**config.mk**
```make
export PLATFORM = sky130hd
export DESIGN_NAME = mem_access_stage
export DESIGN_NICKNAME = d
export VERILOG_FILES = /design/src/rtl/mem_access_stage.sv
export SDC_FILE = /design/constraint.sdc
export NUM_CORES = 1
export LEC_CHECK = 0
export ABC_AREA = 1
export BUFFER_PORTS_ARGS = -buffer_cell sky130_fd_sc_hd__buf_2
export CAP_MARGIN = 20
export CORE_MARGIN = 2
export CORE_UTILIZATION = 42
export CTS_CLUSTER_SIZE = 14
export DETAILED_ROUTE_END_ITERATION = 8
export PLACE_DENSITY = 0.74
export RECOVER_POWER = 50
export SLEW_MARGIN = 20
export SYNTH_ARGS = -nofsm -noshare
export SYNTH_HDL_FRONTEND = slang
export SYNTH_SLANG_ARGS = --single-unit
```
**constraint.sdc**
```tcl
create_clock -name clk -period 4.8 [get_ports clk]
set_input_delay 0.96 -clock clk [delete_from_list [all_inputs] [get_ports clk]]
set_output_delay 0.96 -clock clk [all_outputs]
set_load 0.005 [all_outputs]
```
**src/rtl/mem_access_stage.sv**
```systemverilog
// mem_access_stage
// ----------------
// Data-memory access stage between the EX/MEM and MEM/WB pipeline registers.
// Non-memory instructions pass straight through in the same cycle. Loads and
// stores are latched, stall the upstream pipeline, run one transaction on a
// req/ack data bus, and are written back one cycle after the bus completes
// or times out. Load data is lane-selected and sign/zero-extended. Store
// data is replicated across byte lanes and qualified by byte enables.
//
// Configuration macro: MEM_ALIGN_CHECK_EN
//   defined   : misaligned half/word accesses complete at once with
//               misalign_err and never reach the bus
//   undefined : misaligned addresses are truncated to the word address;
//               misalign_err stays 0
//
// Parameter:
//   TIMEOUT_CYCLES  max bus cycles without ack before abort (0 = never, <=255)
//
// Ports:
//   clk, reset                 clock (rising edge), async active-high reset
//   ex_valid                   EX/MEM holds a valid instruction
//   ex_alu_result              ALU result / effective address
//   ex_store_data              store source value
//   ex_rd_address              destination register
//   ex_RegWrite, ex_MemtoReg,
//   ex_MemRead, ex_MemWrite    pipeline controls
//   ex_size                    00 byte, 01 half, 1x word
//   ex_unsigned                zero-extend loads
//   stall_out                  hold EX/MEM and earlier stages
//   dmem_req, dmem_we          bus request / write strobe
//   dmem_addr                  word-aligned bus address
//   dmem_wdata, dmem_be        replicated store data, byte enables
//   dmem_ack, dmem_rdata       single-cycle completion, read word
//   wb_valid, wb_RegWrite,
//   wb_MemtoReg, wb_alu_data,
//   wb_data, wb_rd_address     values presented to MEM/WB
//   bus_err, misalign_err      one-cycle error pulses alongside wb_valid

module mem_access_stage #(
  parameter int unsigned TIMEOUT_CYCLES = 255
) (
  input  logic        clk,
  input  logic        reset,
  input  logic        ex_valid,
  input  logic [31:0] ex_alu_result,
  input  logic [31:0] ex_store_data,
  input  logic [4:0]  ex_rd_address,
  input  logic        ex_RegWrite,
  input  logic        ex_MemtoReg,
  input  logic        ex_MemRead,
  input  logic        ex_MemWrite,
  input  logic [1:0]  ex_size,
  input  logic        ex_unsigned,
  output logic        stall_out,
  output logic        dmem_req,
  output logic        dmem_we,
  output logic [31:0] dmem_addr,
  output logic [31:0] dmem_wdata,
  output logic [3:0]  dmem_be,
  input  logic        dmem_ack,
  input  logic [31:0] dmem_rdata,
  output logic        wb_valid,
  output logic        wb_RegWrite,
  output logic        wb_MemtoReg,
  output logic [31:0] wb_alu_data,
  output logic [31:0] wb_data,
  output logic [4:0]  wb_rd_address,
  output logic        bus_err,
  output logic        misalign_err
);

  typedef enum logic [1:0] {IDLE, BUSY, DONE} state_t;

  state_t      state, state_next;

  logic [31:0] lat_alu;
  logic [31:0] lat_store_data;
  logic [4:0]  lat_rd;
  logic        lat_reg_write;
  logic        lat_mem_to_reg;
  logic        lat_is_store;
  logic [1:0]  lat_size;
  logic        lat_unsigned;
  logic [31:0] load_data;
  logic        err_pending;
  logic [7:0]  busy_count;

  logic        is_mem;
  logic        misaligned;
  logic        accept;
  logic        timeout_hit;

  // Selects the addressed lane of a read word and extends it to 32 bits.
  function automatic logic [31:0] extend_load(input logic [31:0] word,
                                              input logic [1:0]  lo,
                                              input logic [1:0]  size,
                                              input logic        zero_ext);
    logic [7:0]  b;
    logic [15:0] h;
    b = word[{lo, 3'b000} +: 8];
    h = lo[1] ? word[31:16] : word[15:0];
    case (size)
      2'b00:   return zero_ext ? {24'b0, b} : {{24{b[7]}}, b};
      2'b01:   return zero_ext ? {16'b0, h} : {{16{h[15]}}, h};
      default: return word;
    endcase
  endfunction

  function automatic logic [3:0] store_be(input logic [1:0] lo,
                                          input logic [1:0] size);
    case (size)
      2'b00:   return 4'b0001 << lo;
      2'b01:   return 4'b0011 << {lo[1], 1'b0};
      default: return 4'b1111;
    endcase
  endfunction

  // The memory picks the lane it needs via dmem_be, so sub-word store data
  // is simply repeated on every lane.
  function automatic logic [31:0] store_lanes(input logic [31:0] data,
                                              input logic [1:0]  size);
    case (size)
      2'b00:   return {4{data[7:0]}};
      2'b01:   return {2{data[15:0]}};
      default: return data;
    endcase
  endfunction

  assign is_mem = ex_MemRead | ex_MemWrite;

`ifdef MEM_ALIGN_CHECK_EN
  assign misaligned = ((ex_size == 2'b01) && ex_alu_result[0]) ||
                      (ex_size[1] && (ex_alu_result[1:0] != 2'b00));
`else
  assign misaligned = 1'b0;
`endif

  assign accept = (state == IDLE) && ex_valid && is_mem && !misaligned;

  // busy_count holds the number of bus cycles already completed, so the
  // current cycle is the last allowed one when count+1 equals the limit.
  assign timeout_hit = (TIMEOUT_CYCLES != 0) &&
                       ((busy_count + 8'd1) == 8'(TIMEOUT_CYCLES));

  // State register.
  always_ff @(posedge clk or posedge reset) begin
    if (reset) state <= IDLE;
    else       state <= state_next;
  end

  // Next state and all outputs. Everything is forced low while reset is
  // asserted, including the combinational pass-through path.
  always_comb begin
    state_next    = state;
    stall_out     = 1'b0;
    dmem_req      = 1'b0;
    dmem_we       = 1'b0;
    dmem_addr     = 32'b0;
    dmem_wdata    = 32'b0;
    dmem_be       = 4'b0;
    wb_valid      = 1'b0;
    wb_RegWrite   = 1'b0;
    wb_MemtoReg   = 1'b0;
    wb_alu_data   = 32'b0;
    wb_data       = 32'b0;
    wb_rd_address = 5'b0;
    bus_err       = 1'b0;
    misalign_err  = 1'b0;

    case (state)
      IDLE: begin
        if (accept) state_next = BUSY;
        if (!reset && ex_valid) begin
          if (!is_mem) begin
            wb_valid      = 1'b1;
            wb_RegWrite   = ex_RegWrite;
            wb_MemtoReg   = ex_MemtoReg;
            wb_alu_data   = ex_alu_result;
            wb_rd_address = ex_rd_address;
`ifdef MEM_ALIGN_CHECK_EN
          end else if (misaligned) begin
            wb_valid      = 1'b1;
            wb_MemtoReg   = ex_MemtoReg;
            wb_alu_data   = ex_alu_result;
            wb_rd_address = ex_rd_address;
            misalign_err  = 1'b1;
`endif
          end else begin
            stall_out = 1'b1;
          end
        end
      end

      BUSY: begin
        if (dmem_ack || timeout_hit) state_next = DONE;
        if (!reset) begin
          stall_out  = 1'b1;
          dmem_req   = 1'b1;
          dmem_we    = lat_is_store;
          dmem_addr  = {lat_alu[31:2], 2'b00};
          dmem_wdata = store_lanes(lat_store_data, lat_size);
          dmem_be    = store_be(lat_alu[1:0], lat_size);
        end
      end

      DONE: begin
        state_next = IDLE;
        if (!reset) begin
          wb_valid      = 1'b1;
          wb_RegWrite   = lat_reg_write & ~err_pending;
          wb_MemtoReg   = lat_mem_to_reg;
          wb_alu_data   = lat_alu;
          wb_data       = err_pending ? 32'b0 : load_data;
          wb_rd_address = lat_rd;
          bus_err       = err_pending;
        end
      end

      default: state_next = IDLE;
    endcase
  end

  // Transaction datapath: latch the instruction on accept, count bus
  // cycles, and capture extended read data or a timeout flag.
  always_ff @(posedge clk or posedge reset) begin
    if (reset) begin
      lat_alu        <= 32'b0;
      lat_store_data <= 32'b0;
      lat_rd         <= 5'b0;
      lat_reg_write  <= 1'b0;
      lat_mem_to_reg <= 1'b0;
      lat_is_store   <= 1'b0;
      lat_size       <= 2'b0;
      lat_unsigned   <= 1'b0;
      load_data      <= 32'b0;
      err_pending    <= 1'b0;
      busy_count     <= 8'b0;
    end else begin
      case (state)
        IDLE: begin
          if (accept) begin
            lat_alu        <= ex_alu_result;
            lat_store_data <= ex_store_data;
            lat_rd         <= ex_rd_address;
            lat_reg_write  <= ex_RegWrite;
            lat_mem_to_reg <= ex_MemtoReg;
            lat_is_store   <= ex_MemWrite;
            lat_size       <= ex_size;
            lat_unsigned   <= ex_unsigned;
            load_data      <= 32'b0;
            err_pending    <= 1'b0;
            busy_count     <= 8'b0;
          end
        end
        BUSY: begin
          busy_count <= busy_count + 8'd1;
          if (dmem_ack) begin
            if (!lat_is_store)
              load_data <= extend_load(dmem_rdata, lat_alu[1:0], lat_size, lat_unsigned);
          end else if (timeout_hit) begin
            err_pending <= 1'b1;
          end
        end
        default: ;
      endcase
    end
  end

endmodule
```
== After elaboration in Yosys (flattened, before gate mapping) ==
Cells that the tools add are included.

* Output and inout port bits: 145
* Input port bits: 112
* Bits in registers: 118
* Logic and storage cells: 98

* Bitwise gates (word level): 3
* Reductions and logical operators: 13
* Shift operators: 3
* Equal/unequal tests: 10
* Mux-type cells: 56
* Add/subtract/negate cells: 1

{| class="wikitable"
|+ Operators with widths
! kind !! count
|-
| $mux W32 || 15
|-
| $pmux W32 S2 || 4
|-
| $shiftx A32 B6 Y8 || 1
|-
| $mux W1 || 19
|-
| $mux W16 || 1
|-
| $pmux W8 S2 || 1
|-
| $mux W5 || 3
|-
| $ne A2 B2 Y1 const B || 6
|-
| $pmux W1 S2 || 5
|-
| $pmux W5 S2 || 1
|-
| $add A8 B1 Y8 const B || 1
|-
| $eq A8 B8 Y1 const B || 1
|-
| $mux W4 || 2
|-
| $mux W8 || 1
|-
| $pmux W4 S2 || 1
|-
| $reduce_and A4 Y1 || 2
|-
| $reduce_and A2 Y1 || 3
|-
| $eq A2 B1 Y1 const B || 2
|-
| $logic_not A2 Y1 || 2
|-
| $mux W2 || 2
|-
| $pmux W2 S2 || 1
|-
| $shl A1 B2 Y4 const A || 1
|-
| $shl A2 B2 Y4 const A || 1
|-
| $logic_and A1 B1 Y1 || 3
|-
| other kinds (7) || 7
|}

== Longest topological paths before layout ==
* Depth in word-level cells: 6
* Gate-level depth with buffers: 10
* Depth with buffers taken out: 10

== Worst setup path after synthesis ==
Ideal clock, no wire load.

* Path kind: in2out
* From: input port reset
* To: output port wb_alu_data[10]
* Required time: 3.840 ns
* Stages on the path: 4
* Slack: 0.626 ns
* Path buffers: 1
* Arrival: 3.214 ns
* Cell sequence: inv_2 nand2_1 clkbuf_1 o22ai_1

* Cells in the longest elaborated chain, start to end: 4
* Elaborated cells between the ends (all ways): 5
* Classes of those cells: mux (3); reduce/logical (2)

{| class="wikitable"
|+ Ends and longest elaborated chain
! element !! RTL line !! text
|-
| from (decl) || 43 || <nowiki>input logic reset,</nowiki>
|-
| $logic_not A1 Y1 (no line) || n/a ||
|-
| $logic_and A1 B1 Y1 || 173 || <nowiki>if (!reset && ex_valid) begin</nowiki>
|-
| $mux W32 || 173 ||
|-
| $pmux W32 S2 (*) || 170 || <nowiki>case (state)</nowiki>
|-
| to (decl) || 65 || <nowiki>output logic [31:0] wb_alu_data,</nowiki>
|}

Mark *: on every way between the ends. The rest lies on a longest branch, timed or not.

== Final worst setup path ==
* From: register state[0]
* To: output port dmem_wdata[31]

* Cells in the longest elaborated chain, start to end: 2

{| class="wikitable"
|+ Ends and longest elaborated chain
! element !! RTL line !! text
|-
| from (decl) || 74 || <nowiki>state_t state, state_next;</nowiki>
|-
| from (signal assigned) || 148 || <nowiki>else state <= state_next;</nowiki>
|-
| $eq A2 B1 Y1 || 170 ||
|-
| $mux W32 || 170 ||
|-
| to (decl) || 58 || <nowiki>output logic [31:0] dmem_wdata,</nowiki>
|}

Every way passes these cells.

==> flow_summary.json <==
{
  "setup_tns_ps": 0,
  "die-area_sq_um": 16870,
  "htreeDepth": 4,
  "finalCritPeriodShare_pct": 81.97,
  "post-synth-top-area-fraction_pct": 44.37,
  "final_nets": 1306,
  "clock_sink_count": 118,
  "final-max-slew-violation-count": 79,
  "post_synth_main_area_contributors": "sky130_fd_sc_hd__dfrtp_1 44%, sky130_fd_sc_hd__nand2_1 15%, sky130_fd_sc_hd__inv_1 7.7%",
  "r2r_start": "state[1]",
  "share_of_cells_above_drive_strength_1_pct": 26.97,
  "layout_setup_ws_ps": 865.3,
  "ys_seq_area_share_pct": 44.37,
  "timing_hold_violations_final": 0,
  "post_layout_minimum_cycle_time_ps": 3935,
  "clock_insertion_delay_worst_skew_ps": 420,
  "seqPwrFrac_pct": 35.9,
  "port_buffers": 253,
  "detailroute.wirelength.met2_um": 9510,
  "worst_slew_margin_rel_pct": -36.01,
  "average_routed_wire_per_standard_cell_um": 14.24,
  "timing.reg2reg.worst_path_depth": 9,
  "violations": "max-capacitance violations, max-slew violations",
  "dieWidth_um": 129.9,
  "ff2ff_setup_slack_ps": 1320,
  "number_of_cells_on_the_worst_hold_path": 2,
  "drt_antenna_net_count": 0,
  "worst_hold_path.endpoint": "lat_store_data[30]",
  "yosys_register_bits": 118,
  "reg2reg_to": "load_data[7]",
  "powerDensity_nw_per_um2": 486.0,
  "layoutNonFillerInstCount": 1424,
  "vias": 7025,
  "clkPwrFrac_pct": 33.1,
  "dpl.hpwl_um": 14360,
  "finish.instance_area_sq_um": 8618,
  "syn_area_sq_um": 6655,
  "outcome": "finished with violations",
  "timing_worst_slew_pin_value_ps": 2040,
  "cts-hold-fix-buffers": 0,
  "biggest_registers_after_layout": "lat_alu: 32 flops, lat_store_data: 32 flops, load_data: 32 flops",
  "ys_types": 28,
  "total_drc_errors_in_the_routed_layout": 0,
  "grt_pass1_wl_um": 31120,
  "routed.top_layer": "met4",
  "post_synth.cell_area_avg_sq_um": 6.940,
  "numPlacedInstances": 1388,
  "globalRoute.totalOverflow": 0,
  "drv_cap": 2,
  "share_comb_of_total_power_pct": 31.0,
  "layout.cells.most_common_list": "274 x sky130_fd_sc_hd__nand2_1, 252 x sky130_fd_sc_hd__buf_2, 137 x sky130_fd_sc_hd__inv_1, 135 x sky130_fd_sc_hd__nor2_1, 118 x sky130_fd_sc_hd__dfrtp_1",
  "grt_usage_pct": 23.74,
  "critPathMaxFanout": 65,
  "cts_repair_resize_count": 0,
  "hp-class": "flop to flop",
  "synth_largest_area_cell": "sky130_fd_sc_hd__dfrtp_1",
  "drt_pre_antenna_iters": 5,
  "fp.dieH_um": 129.9,
  "cts.clk_slew.worst_paths_ps": 60,
  "cts_made_buffers": 17,
  "worst_ep_required_time_ps": 3840,
  "routed_wl_um": 20280,
  "grt_max_degree": 86,
  "path_class": "flop to output pin",
  "floorplan.io_pins": 257,
  "post-place-ws_ps": 1402,
  "drt_iter0_drc": 459,
  "final.setup_skew_ps": 11.01,
  "maximum_clock_frequency_ghz": 0.2541,
  "clk_root_buffer_cell": "sky130_fd_sc_hd__clkbuf_16",
  "placedInstanceArea_sq_um": 7968,
  "vias_per_instance": 4.933,
  "core-area_sq_um": 15710,
  "layout.core_utilization_pct": 54.85,
  "initial_antenna_violation_count": 2,
  "p_leak_nw": 4.860,
  "power.switching_mw": 1.556,
  "synth_warnings": 0,
  "timing.critical_path.from_type": "flop",
  "cell_internal_pwr_mw": 2.632,
  "area_growth_pct": 29.50,
  "peakVddDrop_mv": 0.3365,
  "arrival_ps": 2970,
  "grt_pass1_vias": 6365,
  "wl_met3_um": 1342,
  "critical_path.endpoint_type": "output pin",
  "initial_utilization_pct": 42.36,
  "final_common_cell": "sky130_fd_sc_hd__nand2_1",
  "synth_cells": 959,
  "rsz0062_at_grt": "no",
  "finalWeightedCongestion": 0.9297,
  "post_cts_setup_driven_buffer_insertion_count": 0,
  "rows": 46,
  "cts-root-to-sink-buffers": 2,
  "hp-start": "lat_store_data[30]",
  "finalSetupViolations": 0,
  "cts_tree": "built",
  "wl_met1_um": 8811,
  "swShare_pct": 37.15
}
[Yosys cell counts]
master / number
sky130_fd_sc_hd__clkinv_1: 1
sky130_fd_sc_hd__inv_1: 137
sky130_fd_sc_hd__o21ai_1: 1
sky130_fd_sc_hd__buf_6: 5
sky130_fd_sc_hd__nand4_1: 3
sky130_fd_sc_hd__nor2_4: 5
sky130_fd_sc_hd__nor2_2: 1
sky130_fd_sc_hd__dfrtp_1: 118
sky130_fd_sc_hd__o21a_1: 1
sky130_fd_sc_hd__ha_1: 2
sky130_fd_sc_hd__nand2_1: 274
sky130_fd_sc_hd__conb_1: 1
sky130_fd_sc_hd__o22ai_1: 36
sky130_fd_sc_hd__inv_6: 1
sky130_fd_sc_hd__buf_4: 5
sky130_fd_sc_hd__buf_12: 2
sky130_fd_sc_hd__a21oi_1: 30
sky130_fd_sc_hd__nand3_1: 34
sky130_fd_sc_hd__o21ai_2: 1
sky130_fd_sc_hd__nand2_2: 21
sky130_fd_sc_hd__buf_1: 4
sky130_fd_sc_hd__buf_2: 11
sky130_fd_sc_hd__nor2_1: 135
sky130_fd_sc_hd__inv_2: 4
sky130_fd_sc_hd__nor3_1: 5
sky130_fd_sc_hd__clkbuf_1: 22
sky130_fd_sc_hd__nand3_2: 2
sky130_fd_sc_hd__o21ai_0: 97
[metal layers]
| metal | up-vias | GRT usage, % |
|---|---|---|
| met5 | - | 0 |
| met4 | 0 | 11.89 |
| met3 | 48 | 4.592 |
| met2 | 318 | 37.85 |
| met1 | 3225 | 31.03 |
| li1 | 3434 | - |
[logic make-up (layout without fill, tap and decap cells)]
kind of cell / after synthesis / in the layout / synth area share, %
flops: 118 / 118 / 44.37
simple gates: 480 / 480 / 29.50
buf+inv: 192 / 436 / 12.45
other cells: 1 / 6 / 0.05635
fa+ha+maj: 2 / 2 / 0.3760
compound gates: 166 / 166 / 13.25
[layout make-up]
type,instances,area (sq um)
Antenna cell,3,7.507
Multi-Input combinational cell,651,2882
Sequential cell,118,2953
Clock inverter,13,195.2
Tap cell,216,270.3
Clock buffer,19,452.9
Timing Repair Buffer,261,1313
Inverter,143,545.5
Fill cell,1548,7094
[worst max-delay path by stage]
stage | start | slack (ps) | to | cells past startpoint
6_report | state[0] | 870 | dmem_wdata[31] | 7
5_1_grt | reset | 330 | lat_alu[1] | 4
4_1_cts | state[0] | 1190 | dmem_wdata[31] | 7
3_5_place_dp | reset | 1400 | dmem_wdata[31] | 5
3_3_place_gp | reset | 1450 | dmem_wdata[15] | 5
2_1_floorplan | reset | 630 | wb_alu_data[10] | 4
[power by group through the flow]
stage / clock network [mW] / registers, mW / logic, mW
after floorplan: 0 / 1.45 / 0.952
after global placement: 0 / 1.50 / 1.27
after detailed placement: 0 / 1.51 / 1.29
after CTS: 1.41 / 1.50 / 1.30
after global routing: 1.45 / 1.54 / 1.48
final: 1.39 / 1.50 / 1.30
[critical path, stage by stage (launching register included)]
cell and delay (ps):
sky130_fd_sc_hd__dfrtp_1 450, sky130_fd_sc_hd__inv_2 150, sky130_fd_sc_hd__nor2_4 210, sky130_fd_sc_hd__inv_2 120, sky130_fd_sc_hd__nor2_4 180, sky130_fd_sc_hd__clkinv_2 770
sky130_fd_sc_hd__nor3_1 480, sky130_fd_sc_hd__buf_2 180
[through the flow]
stage               hold WS, ps  power, mW
floorplan                 436.6      2.401
global placement          449.7      2.769
detailed placement        455.3      2.797
CTS                       470.1      4.206
global route              490.3      4.472
finish                    465.4      4.188
No activity file was read; power rests on OpenSTA's default activity.
